===== config.mk =====
export PLATFORM = sky130hd
export DESIGN_NAME = fetch_unit
export DESIGN_NICKNAME = d
export VERILOG_FILES = /design/src/rtl/fetch_unit.sv
export SDC_FILE = /design/constraint.sdc
export NUM_CORES = 1
export LEC_CHECK = 0
export BUFFER_PORTS_ARGS = -buffer_cell sky130_fd_sc_hd__buf_2
export CORE_UTILIZATION = 30
export CTS_CLUSTER_DIAMETER = 200
export CTS_CLUSTER_SIZE = 8
export DETAILED_ROUTE_END_ITERATION = 10
export SLEW_MARGIN = 10
export SYNTH_ARGS = -nofsm -noshare
export SYNTH_HDL_FRONTEND = slang
export SYNTH_SLANG_ARGS = --single-unit

===== constraint.sdc =====
create_clock -name clk -period 2.87 [get_ports clk]
set_input_delay 0.1435 -clock clk [delete_from_list [all_inputs] [get_ports clk]]
set_output_delay 0.1435 -clock clk [all_outputs]
set_load 0.1 [all_outputs]

===== src/rtl/fetch_unit.sv =====
// Instruction-fetch stage: issues one valid/ready request per PC, captures the
// response into the IF/ID register and steers the pc register (PC+INC or redirect).
module fetch_unit #(
    parameter int PC_INC   = 4,
    parameter int MAX_WAIT = 16
) (
    input  logic        clk,
    input  logic        reset,
    input  logic [31:0] curr_pc,
    output logic [31:0] next_pc,
    output logic        pc_enable,
    output logic        imem_req_valid,
    output logic [31:0] imem_req_addr,
    input  logic        imem_req_ready,
    input  logic        imem_resp_valid,
    input  logic [31:0] imem_resp_data,
    input  logic        redirect_valid,
    input  logic [31:0] redirect_pc,
    input  logic        stall,
    output logic        if_id_valid,
    output logic [31:0] if_id_pc,
    output logic [31:0] if_id_instr,
    output logic        fetch_fault
);

    localparam int CNT_W = (MAX_WAIT > 1) ? $clog2(MAX_WAIT) : 1;

    typedef enum logic [2:0] {
        S_REQ,
        S_WAIT,
        S_HOLD,
        S_DRAIN,
        S_FAULT
    } state_t;

    state_t             state, state_nxt;
    logic [CNT_W-1:0]   wait_cnt, wait_cnt_nxt;
    logic [31:0]        req_pc;
    logic [31:0]        buf_instr;
    logic [31:0]        commit_instr;
    logic               if_id_free;
    logic               commit;
    logic               req_fire;
    logic               timeout;
    logic               req_ok;

    // NOTE: every signal assigned in this block gets a default first, so no
    // path through the case leaves a value unassigned and no latch is inferred.
    always_comb begin
        state_nxt      = state;
        wait_cnt_nxt   = wait_cnt;
        commit         = 1'b0;
        commit_instr   = imem_resp_data;
        if_id_free     = !if_id_valid || !stall;
        timeout        = (wait_cnt == CNT_W'(MAX_WAIT - 1));
        req_ok         = !redirect_valid && (curr_pc[1:0] == 2'b00);

        case (state)
            S_REQ: begin
                if (curr_pc[1:0] != 2'b00) begin
                    state_nxt = S_FAULT;
                end else if (req_ok && imem_req_ready) begin
                    state_nxt    = S_WAIT;
                    wait_cnt_nxt = '0;
                end
            end
            S_WAIT: begin
                if (imem_resp_valid) begin
                    if (if_id_free) begin
                        commit    = 1'b1;
                        state_nxt = S_REQ;
                    end else begin
                        state_nxt = S_HOLD;
                    end
                end else if (timeout) begin
                    state_nxt = S_FAULT;
                end else begin
                    wait_cnt_nxt = wait_cnt + CNT_W'(1);
                end
            end
            S_HOLD: begin
                commit_instr = buf_instr;
                if (if_id_free) begin
                    commit    = 1'b1;
                    state_nxt = S_REQ;
                end
            end
            S_DRAIN: begin
                if (imem_resp_valid) begin
                    state_nxt = S_REQ;
                end else if (timeout) begin
                    state_nxt = S_FAULT;
                end else begin
                    wait_cnt_nxt = wait_cnt + CNT_W'(1);
                end
            end
            S_FAULT: begin
                state_nxt = S_FAULT;
            end
            default: begin
                state_nxt = S_REQ;
            end
        endcase

        // A redirect overrides everything; only a still-outstanding response needs draining.
        if (redirect_valid) begin
            commit       = 1'b0;
            wait_cnt_nxt = '0;
            if ((state == S_WAIT || state == S_DRAIN) && !imem_resp_valid) begin
                state_nxt = S_DRAIN;
            end else begin
                state_nxt = S_REQ;
            end
        end
    end

    always_comb begin
        imem_req_valid = 1'b0;
        pc_enable      = 1'b0;
        next_pc        = '0;
        if (reset) begin
            imem_req_valid = (state == S_REQ) && req_ok;
            pc_enable      = redirect_valid || commit;
            if (redirect_valid) begin
                next_pc = redirect_pc;
            end else if (commit) begin
                next_pc = req_pc + 32'(PC_INC);
            end
        end
        imem_req_addr = imem_req_valid ? curr_pc : 32'h0;
        req_fire      = imem_req_valid && imem_req_ready;
    end

    // NOTE: sequential state uses non-blocking assignments so every flop samples
    // the pre-edge values of its neighbours regardless of statement order.
    always_ff @(posedge clk) begin
        if (!reset) begin
            // NOTE: the data-path registers are reset too, since they are visible
            // outputs (IF/ID) or feed next_pc and must read as zero after reset.
            state       <= S_REQ;
            wait_cnt    <= '0;
            req_pc      <= '0;
            buf_instr   <= '0;
            if_id_valid <= 1'b0;
            if_id_pc    <= '0;
            if_id_instr <= '0;
            fetch_fault <= 1'b0;
        end else begin
            state       <= state_nxt;
            wait_cnt    <= wait_cnt_nxt;
            fetch_fault <= (state_nxt == S_FAULT);
            if (req_fire) begin
                req_pc <= curr_pc;
            end
            if (state == S_WAIT && imem_resp_valid) begin
                buf_instr <= imem_resp_data;
            end
            if (redirect_valid) begin
                if_id_valid <= 1'b0;
            end else if (!(stall && if_id_valid)) begin
                if_id_valid <= commit;
                if (commit) begin
                    if_id_pc    <= req_pc;
                    if_id_instr <= commit_instr;
                end
            end
        end
    end

endmodule


Yosys cells after proc, flatten, opt, wreduce, memory -nomap -nowiden
Cells that the tools add are included.
{"block": "word_totals", "reg_bits": 137, "in_bits": 102, "output_inout_bits": 132}
{"block": "classes", "addsub": 2, "n_eq_ne": 10, "n_mux": 26, "bitwise_logic": 3, "reduce_logical": 22}
{"op": "2-to-1 mux 32 bit", "n": 5}
{"op": "adder 32 x 3 -> 32 bit (second input constant)", "n": 1}
{"op": "2-to-1 mux 3 bit", "n": 7}
{"op": "2-to-1 mux 4 bit", "n": 4}
{"op": "case mux 3 bit (5 select lines)", "n": 1}
{"op": "inequality test 2 bit (second input constant)", "n": 4}
{"op": "case mux 4 bit (2 select lines)", "n": 1}
{"op": "logical AND 1 bit", "n": 7}
{"op": "== test 3 x 2 -> 1 bit (second input constant)", "n": 2}
{"op": "== test 3 bit (second input constant)", "n": 2}
{"op": "2-to-1 mux 1 bit", "n": 5}
{"op": "AND reduction 5 bit", "n": 1}
{"op": "adder 4 x 1 -> 4 bit (second input constant)", "n": 1}
{"op": "== test 4 bit (second input constant)", "n": 1}
{"op": "logical NOT 1 bit", "n": 4}
{"op": "2-to-1 mux 2 bit", "n": 2}
{"op": "nonzero test 2 bit", "n": 2}
{"op": "OR reduction 2 bit", "n": 2}
{"op": "== test 3 x 1 -> 1 bit (second input constant)", "n": 1}
{"op": "logical NOT 3 bit", "n": 1}
{"op": "logical OR 1 bit", "n": 3}
{"op": "NOT 1 bit", "n": 3}
{"op": "AND reduction 3 bit", "n": 1}
{"op": "logical NOT 2 bit", "n": 1}
{"op": "case mux 1 bit (2 select lines)", "n": 1}

Depth between registers and ports, before layout
Gate-level depths: netlist of the first run.
{"block": "depth", "ltp_word": 9, "mapped_depth": 6, "depth_no_buf": 5}

Worst setup path after synthesis of the first run
Ideal clock, no wire load.
{"block": "synth_path", "kind": "register to output", "startpoint": "register if_id_valid", "endpoint": "output next_pc[7]", "arrival_ns": 3.909, "slack_ns": -1.182, "stages_incl_launch_ff": 6, "n_path_buf": 1, "path_cell_list": "dfxtp_1 > a21o_1 > a211oi_2 > buf_2 > o21ai_0 > a21boi_0"}
{"block": "synth_between", "elab_chain_len": 9}
{"element": "from (decl)", "line": "20", "text": "output logic if_id_valid,"}
{"element": "from (signal assigned)", "line": "161", "text": "if_id_valid <= commit;"}
{"element": "logical NOT 1 bit *", "line": "54", "text": "if_id_free = !if_id_valid || !stall;"}
{"element": "logical OR 1 bit *", "line": "54"}
{"element": "2-to-1 mux 1 bit *", "line": "69, 83"}
{"element": "2-to-1 mux 1 bit", "line": "68", "text": "if (imem_resp_valid) begin"}
{"element": "case mux 1 bit (2 select lines) *", "line": "58", "text": "case (state)"}
{"element": "2-to-1 mux 1 bit *", "line": "106", "text": "if (redirect_valid) begin"}
{"element": "2-to-1 mux 32 bit *", "line": "126", "text": "end else if (commit) begin"}
{"element": "2-to-1 mux 32 bit *", "line": "124", "text": "if (redirect_valid) begin"}
{"element": "2-to-1 mux 32 bit *", "line": "121", "text": "if (reset) begin"}
{"element": "to (decl)", "line": "10", "text": "output logic [31:0] next_pc,"}
Every way passes the cells marked *; elsewhere a longest branch is shown, timed or not.

Final worst setup path of the first run
{"block": "layout_path", "startpoint": "register req_pc[4]", "endpoint": "output next_pc[25]"}
{"block": "layout_between", "elab_chain_len": 4}
{"element": "from (decl)", "line": "38", "text": "logic [31:0] req_pc;"}
{"element": "from (signal assigned)", "line": "153", "text": "req_pc <= curr_pc;"}
{"element": "adder 32 x 3 -> 32 bit", "line": "127", "text": "next_pc = req_pc + 32'(PC_INC);"}
{"element": "2-to-1 mux 32 bit", "line": "126"}
{"element": "2-to-1 mux 32 bit", "line": "124"}
{"element": "2-to-1 mux 32 bit", "line": "121"}
No other way between the ends.

==> results of run 1 <==
## per-layer routing
layer / up-vias / track usage [%] / wire (µm)
li1: 3406 / - / -
met1: 3101 / 22.7 / 9620
met2: 227 / 32.0 / 10300
met3: 22 / 6.36 / 1770
met4: 2 / 5.15 / 284
met5: - / 0 / 10
## cell families (layout without fill, tap and decap cells)
| family | after synthesis | after routing |
|---|---|---|
| AND/OR/NAND/NOR | 392 | 392 |
| adder cells (fa/ha/maj) | 2 | 2 |
| flip-flops | 137 | 137 |
| AO/OA/AOI/OAI | 186 | 186 |
| other | 1 | 5 |
| buffers and inverters | 74 | 349 |
| multiplexers | 33 | 33 |
| XOR/XNOR | 11 | 11 |
## timing repair
item	4_1_cts	5_1_grt
setup endpoints to repair	4	1
endpoints found under the hold margin	57	0
hold buffers	57	0
gates resized for setup	1	2
## worst reg2reg max path, stage by stage, from the launching register on
cell      delay (ns)
dfxtp_1         0.46
nand3b_2        0.27
a211oi_4        0.50
buf_4           0.57
nand2_1         0.20
a21boi_0        0.17
## flip-flops by register name, summed over array words and instances, names as in the netlist
signal	cells
fetch_fault	1
buf_instr	32
if_id_valid	1
state	3
wait_cnt	4
if_id_instr	32
req_pc	32
if_id_pc	32
## cells in the final DEF, fill, tap and decap left out, drive strengths merged, types with 5 or more instances in the layout
cell           n
nor3           7
and3           6
nand2        259
nor2           9
or4           13
o21ai         12
dfxtp        137
buf          252
xnor2          9
a21oi          6
o311ai         5
clkinv         5
clkbuf        20
and2          31
mux2i         33
o211ai        12
nand4         10
dlygate4sd3   57
inv           10
o211a         32
or3            5
a21boi       103
nand3         30
nand2b         6
## final timing paths
| check | end | cells after the start |
|---|---|---|
| worst min register to register | buf_instr[26] | 2 |
| worst min-delay path | req_pc[2] | 3 |
| worst max-delay path | next_pc[25] | 5 |
| worst max register to register | if_id_pc[19] | 5 |
## final cells by class
type | count | share of cell area [%]
diodes | 3 | 0.0773
clock buffers | 20 | 4.71
clock inverters | 12 | 1.21
inverters | 8 | 0.309
multi-input cells | 626 | 39.5
flip-flops and latches | 137 | 28.5
well taps | 280 | 3.61
repair buffers | 309 | 22.0
## power by group
part / leakage [nW] / internal (mW) / switching [mW] / total (mW)
Clock: 0.268 / 1.25 / 0.886 / 2.14
Sequential: 1.12 / 1.93 / 0.0303 / 1.96
Combinational: 2.82 / 0.244 / 0.515 / 0.759
Total: 4.21 / 3.43 / 1.43 / 4.86
## synthesized netlist by cell type, types with 11 or more instances
cell type / n
dfxtp_1: 137
buf_2: 11
a21boi_0: 103
nand3_1: 28
o21ai_0: 12
nand2_1: 259
mux2i_1: 33
o211ai_1: 12
and2_1: 30
o211a_1: 32
or4_1: 11
clkbuf_1: 51
==> flow_results.org, run 1 <==
** Layout
- The layout has approximately 2200 filler cells.
- Final instance count without filler cells :: about 1400
- After the last flow step, the layout net total stands at between 1000 and 1500.
- The finished cells cover slightly below 10000 µm².
- Fraction of layout instances using a drive strength above 1 :: about 29%
- Sequential cell area in the final layout :: between 2000 and 3000 µm²
- Once layout is complete, the utilization of the core stands at 44.3%.
- Multi-input gate area in the final layout :: roughly 3800 µm²
- Synth-to-Final Area Change :: 43.8%

** STA
- Setup violations remaining at the end of the flow were counted as 0.
- Final worst path period share :: 95.6%
- For the finished layout, the period the worst path requires is 2.74 ns.
- Worst slew margin :: a little over two fifths
- Setup repair after global routing left no endpoint under its margin.
- Post-route setup TNS :: 0 ns
- Final slew viol count :: 0
- The final hold violation count is 0.
- Slew @ Worst Pin :: 0.863 ns
- Worst Setup Slack, final :: 0.126 ns
- Hold WS :: 0.0182 ns
- Worst clock skew :: 0.0124 ns
- Achievable frequency :: between 0.3 and 0.4 GHz

** Clock network
- Total setup buffers inserted after CTS :: 0
- TritonCTS built the clock tree.
- The clock passes through at most 2 buffers.
- In this run, CTS created clock tree buffers numbering 17.
- Clock slew seen by the registers of the worst setup and hold paths :: approximately 0.060 ns
- For the worst-skew pair, the clock arrives at the later sink with an insertion delay of approximately 0.42 ns.
- Buffer type at the clock tree root :: clkbuf_16
- H-tree Lvls :: 4
- Counting every sink on the clock net gives 137.

** Worst setup path
- Required time of the critical path :: 2.73 ns
- Cell with the largest stage delay on the worst path :: or4_4
- The worst setup path is captured at an output pin.
- The worst register-to-register path begins at state[0].
- The setup check on the worst reg-to-reg path leaves a slack of roughly 0.65 ns.
- List of cells traversed by the critical path :: nand4_1 > or4_4 > or4_1 > nand3_1 > buf_12
- For the worst setup path, the data arrival time is about 2.6 ns.
- CP Max Fanout :: 12
- On the worst path, the slowest cell contributes a delay of ~0.56 ns.
- CP startpoint :: req_pc[4]
- Sum of buffers and inverters on the critical path :: 1
- Classification of the worst setup path :: flop to output pin
- The worst setup path is launched from a flop.
- Top cell family by delay on the critical path :: simple AND/OR/NAND/NOR gates

** Synthesis
- Fraction of the mapped netlist area in compound gates :: a little over a fifth
- For this run, asynchronously set or reset flops after synthesis account for 0%.
- Count of flip-flops with a built-in enable after synthesis :: 0
- The synthesized netlist occupies a cell area of approximately 6800 µm².
- Sorting the synthesized cells by area gives the leading types as dfxtp_1 41%, nand2_1 14%, a21boi_0 11%, mux2i_1 4.9%, o211a_1 4.7%.
- The synthesized netlist devotes a little over a quarter of its cell area to simple gates.
- Synthesis handed over a netlist of around 840 instances.
- Of the total synthesized cell area, the portion taken by full adders, half adders and majority gates is less than 1%.
- Mux contribution to synthesized area :: about 5%
- Of the total synthesized cell area, the portion taken by XOR and XNOR cells is about 1.4%.
- Average footprint of a synthesized cell :: between 8 and 9 µm²
- The share of the Yosys chip area taken by registers is ~41%.
- Dominant cell type by area after synthesis :: dfxtp_1
- Combinational family with the most area after synthesis :: simple AND/OR/NAND/NOR gates
- Count of synthesis-stage warnings from yosys :: 0
- Total of flip-flops plus latches after synthesis :: approximately 140
- For this run, the leading register cell type out of synthesis is dfxtp_1.
- The top cell type by area accounts for 40.6% of the synthesized area.
- Number of unique standard cell types used by synthesis :: 50

** Place
- Number of placed cells counting well taps :: approximately 1300
- Placement Cell Area :: approximately 8600 µm²
- Count of input and output buffers :: 231
- Placer Congestion :: roughly 0.87
- Minimum setup slack after placement :: around 0.45 ns
- Summed over all nets, the half-perimeter wirelength after detailed placement is between 15000 and 20000 µm.

** Detailed routing
- Post-Route WL :: 22000 µm
- Number of design rule violations left after detail routing :: around 100
- Summing over every cut layer, the via total after detailed routing is a little under 7000.
- First-pass detailed-route iteration total :: 8
- The count of nets left with antenna violations once routing finished came out at 0.
- For this block, the initial DRC count from the detailed router was around 330.
- Detail-routed via count per cell :: between 4 and 5
- Routed wire length per instance :: 15.7 µm

** Power and ir drop
- Cell Pwr Density :: between 500 and 600 nW/µm²
- Power after layout :: between 4 and 5 mW
- Maximum resistive drop on vdd :: ~0.0004 V
- Leakage :: approximately 4.2 nW

** Floorplanning
- Std-Cell Rows :: between 50 and 60
- Die Span Y :: 152 µm
- The die covers ~23000 µm².
- Die outline width :: between 150 and 200 µm
- Ports placed on the boundary :: 234
- For this configuration, the core starts out at a cell density of a little under a third.
- Core Region :: ~22000 µm²

** Global routing
- Global Route Usage Sum :: a little under a fifth
- After global routing the overflow that remains totals 0.
- Maximum number of pins on one net before global-route repair :: 96
- The number of global-route vias before repair was ~6400.
- The first global-routing pass estimated ~34000 µm of wire.
- Initial antenna violation count :: 4

** Min path
- The tightest min-delay check is of the input pin to flop type.
- The startpoint identified for the worst hold timing path is curr_pc[2].

** Run
- Across the run, the number of max-cap violations was 0.

** Status
- The run finished, with violations left.
- Violated checks :: DRC
No activity file was read; power rests on OpenSTA's default activity.
==> run 2: changes to the inputs <==
- BUFFER_PORTS_ARGS: -buffer_cell sky130_fd_sc_hd__buf_2 -> unset
- DONT_BUFFER_PORTS: unset -> 1
- RECOVER_POWER: unset -> 50
- SLEW_MARGIN: 10 -> 20
==> run 2 against run 1 <==
- the run still ends with DRC left
- first-iteration DRC count shrank 8.3%
- clock-buffer cell count decreased by 1
- via count decreased by 3.8%
- combinational power is 9.2% lower
- cell area fell by 3.8%
- sequential power barely moved
- critical path type unchanged
- largest cell class unchanged
==> flow_results.org, run 2 (same netlist as run 1, synthesis figures left out) <==
** Status
- The run finished, with violations left.
- The final reports fail on DRC.

** Worst setup path
- Broken down by cell family, the worst path's largest delay share belongs to simple AND/OR/NAND/NOR gates.
- The worst setup path is captured at an output pin.
- The internal reg-to-reg setup slack came to 0.33 ns (-0.32 ns).
- The critical path in this run is classified as flop to output pin.
- The number of buffer and inverter instances along the worst setup path came to 1 (unchanged).
- CP Max Fanout :: 18 (+6)
- The slowest stage of the critical path belongs to the cell a211o_2.
- The data arrival at the endpoint of the critical path is 2.60 ns (about the same).
- Required time of the critical path :: 2.73 ns (about the same)
- List of cells traversed by the critical path :: nand3b_2 > a211o_2 > or4_1 > nand3_1 > buf_4
- Critical Path Max Stage Delay :: 0.54 ns (-0.02 ns)
- Type of origin of the critical path :: flop

** Layout
- The count of fill cells added during filler insertion is 2213 (+0.77%).
- Multi-input gate area in the final layout :: 3840 µm² (about the same)
- The library cell used most frequently in the layout, excluding fill and tap cells, is nand2_1.
- In the layout the commonest cells are 259 x nand2_1, 123 x dfxtp_1, 95 x a21boi_0.
- Fraction of layout instances using a drive strength above 1 :: 15.5% (-14 points)
- Count of nets after finishing :: 1103 (-8.3%)
- The antenna diode instance count came to 0 (-3).
- Synth-to-Final Area Change :: 38.4%
- The utilization after layout is 42.6% (-1.7 points).
- Sequential cell area in the final layout :: 2770 µm² (about the same)

** Place
- Placer Congestion :: 0.915 (+5.6%)
- Count of input and output buffers :: 0 (-100%)
- The detailed placer's ending HPWL is 15000 µm (-3.6%).

** Global routing
- The residual overflow from global routing was 0 (unchanged).
- Global Route Usage Sum :: 19.0% (+0.081 points)
- Number of global-route vias before repair :: 6302 (-1.2%)
- The initial antenna violation count was 0 (-4).
- Maximum number of pins on one net before global-route repair :: 132 (+38%)
- The global-route wire length before repair is 34600 µm (+0.36%).

** STA
- The final critical-path required period is 2.74 ns (-0.00369 ns).
- The worst relative slew slack was 7.57% (-35 points).
- # setup viols final :: 0 (unchanged)
- Hold WS :: 0.0216 ns (+0.00346 ns)
- Setup repair after global routing left no endpoint under its margin.
- Post-route setup TNS :: 0 ns (unchanged)
- Final worst path period share :: 95.5% (-0.13 points)
- The clock tree skew after final layout came to 0.00601 ns (-0.00637 ns).
- The upper clock frequency limit came to 0.365 GHz (+0.13%).
- Slew @ Worst Pin :: 1.39 ns (+0.523 ns)
- Final Hold Violating Endpoints :: 0 (unchanged)
- The final-report max-slew violation count is 0 (unchanged).

** Clock network
- Clock slew seen by the registers of the worst setup and hold paths :: 0.06 ns (about the same)
- The clock network latency to the later pin of the worst-skew pair came to 0.42 ns (about the same).
- The depth of the CTS H-tree was 4 (unchanged).
- TritonCTS built the clock tree.
- Clk buf depth :: 2 (unchanged)
- The number of buffers inserted during clock tree synthesis is 17 (unchanged).
- Clock tree sinks :: 137 (unchanged)
- In this run the clock root is driven by a clkbuf_16.

** Run
- The reported max-cap violation count was 0 (unchanged).

** Power and ir drop
- Cell Pwr Density :: 527 nW/µm² (+5.2%)
- The cell leakage power was 3.58 nW (-15%).
- Power after layout :: 4.92 mW (+1.3%)
- The worst-case vdd ir drop is 0.000390 V (-1.1%).

** Detailed routing
- First-pass detailed-route iteration total :: 8 (unchanged)
- Number of DRC violations after detailed-routing iteration 0 :: 299 (-8.3%)
- Number of design rule violations left after detail routing :: 52 (-50%)
- The average via count per standard cell came to 5.03 (+3.9%).
- The overall routed net length is 21800 µm (-0.77%).
- Antenna viol nets, final :: 0 (unchanged)
- Routed vias :: 6498 (-3.8%)
- The post-detailed-route wirelength per cell is 16.9 µm (+7.2%).

** Floorplanning
- Core Region :: 22000 µm² (unchanged)
- Die outline width :: 152 µm (unchanged)
- Die Span Y :: 152 µm (unchanged)
- DIE AREA :: 23100 µm² (unchanged)
- The number of I/O pins was 234 (unchanged).
- The starting utilization of the core area came to 30.8% (unchanged).
- Std-Cell Rows :: 54 (unchanged)

** Min path
- The min-delay analysis places its worst path in the category input pin to flop.
run 2: cell types whose count changed in the layout (fill, tap and decap cells not counted), sizes merged:
| cell | delta |
|---|---|
| clkinvlp | -3 |
| clkinv | +3 |
| diode | -3 |
| clkbuf | +69 |
| bufinv | +2 |
| dlygate4sd3 | +8 |
| buf | -178 |
| inv | -2 |
run 2: worst paths after layout:
path,cells after the start,startpoint,to
max reg2reg,7,state[0],if_id_instr[7]
max,5,state[0],next_pc[17]
min,3,imem_resp_data[17],if_id_instr[17]
min reg2reg,2,if_id_pc[15],if_id_pc[15]
run 2: where the power goes:
group          internal (mW)  switching, mW
Combinational          0.212          0.478
Sequential              1.93         0.0347
Clock                   1.41          0.857
run 2: area by class of cell:
| class | count | share of cell area, % |
|---|---|---|
| clock inverters | 12 | 1.59 |
| inverters | 8 | 0.321 |
| flip-flops and latches | 137 | 29.7 |
| repair buffers | 209 | 18.8 |
| clock buffers | 19 | 4.86 |
| multi-input cells | 626 | 41.0 |
| well taps | 280 | 3.75 |
run 2: through the flow:
step	instance area [µm²]	worst slack, ns	std cells
after global routing	9350	0.0275	1291
after floorplan	6930	-0.232	837
after global placement	8300	0.526	1192
after CTS	9580	0.00293	1289
final	9350	0.130	1291
after detailed placement	8300	0.460	1192
run 2: per-layer routing:
metal  GRT usage, %  share of wire [%]  up-vias
met5              0                  0        -
met4           7.00                2.6        0
met3           6.50                7.7       33
met2           32.0                 47      212
met1           22.2                 42     3048
li1               -                  -     3205
run 2: tightest hold or removal path, cell delays in order:
cell and delay [ns]:
mux2i_1 0.05, nand2_1 0.08, o211a_1 0.14
run 2: repair_timing:
| item | in CTS | in global routing |
|---|---|---|
| setup buffers | 0 | 2 |
| endpoints found under the hold margin | 135 | 0 |
| hold buffers | 66 | 0 |
| endpoints found under the setup margin | 0 | 11 |
| gates resized for setup | 0 | 1 |
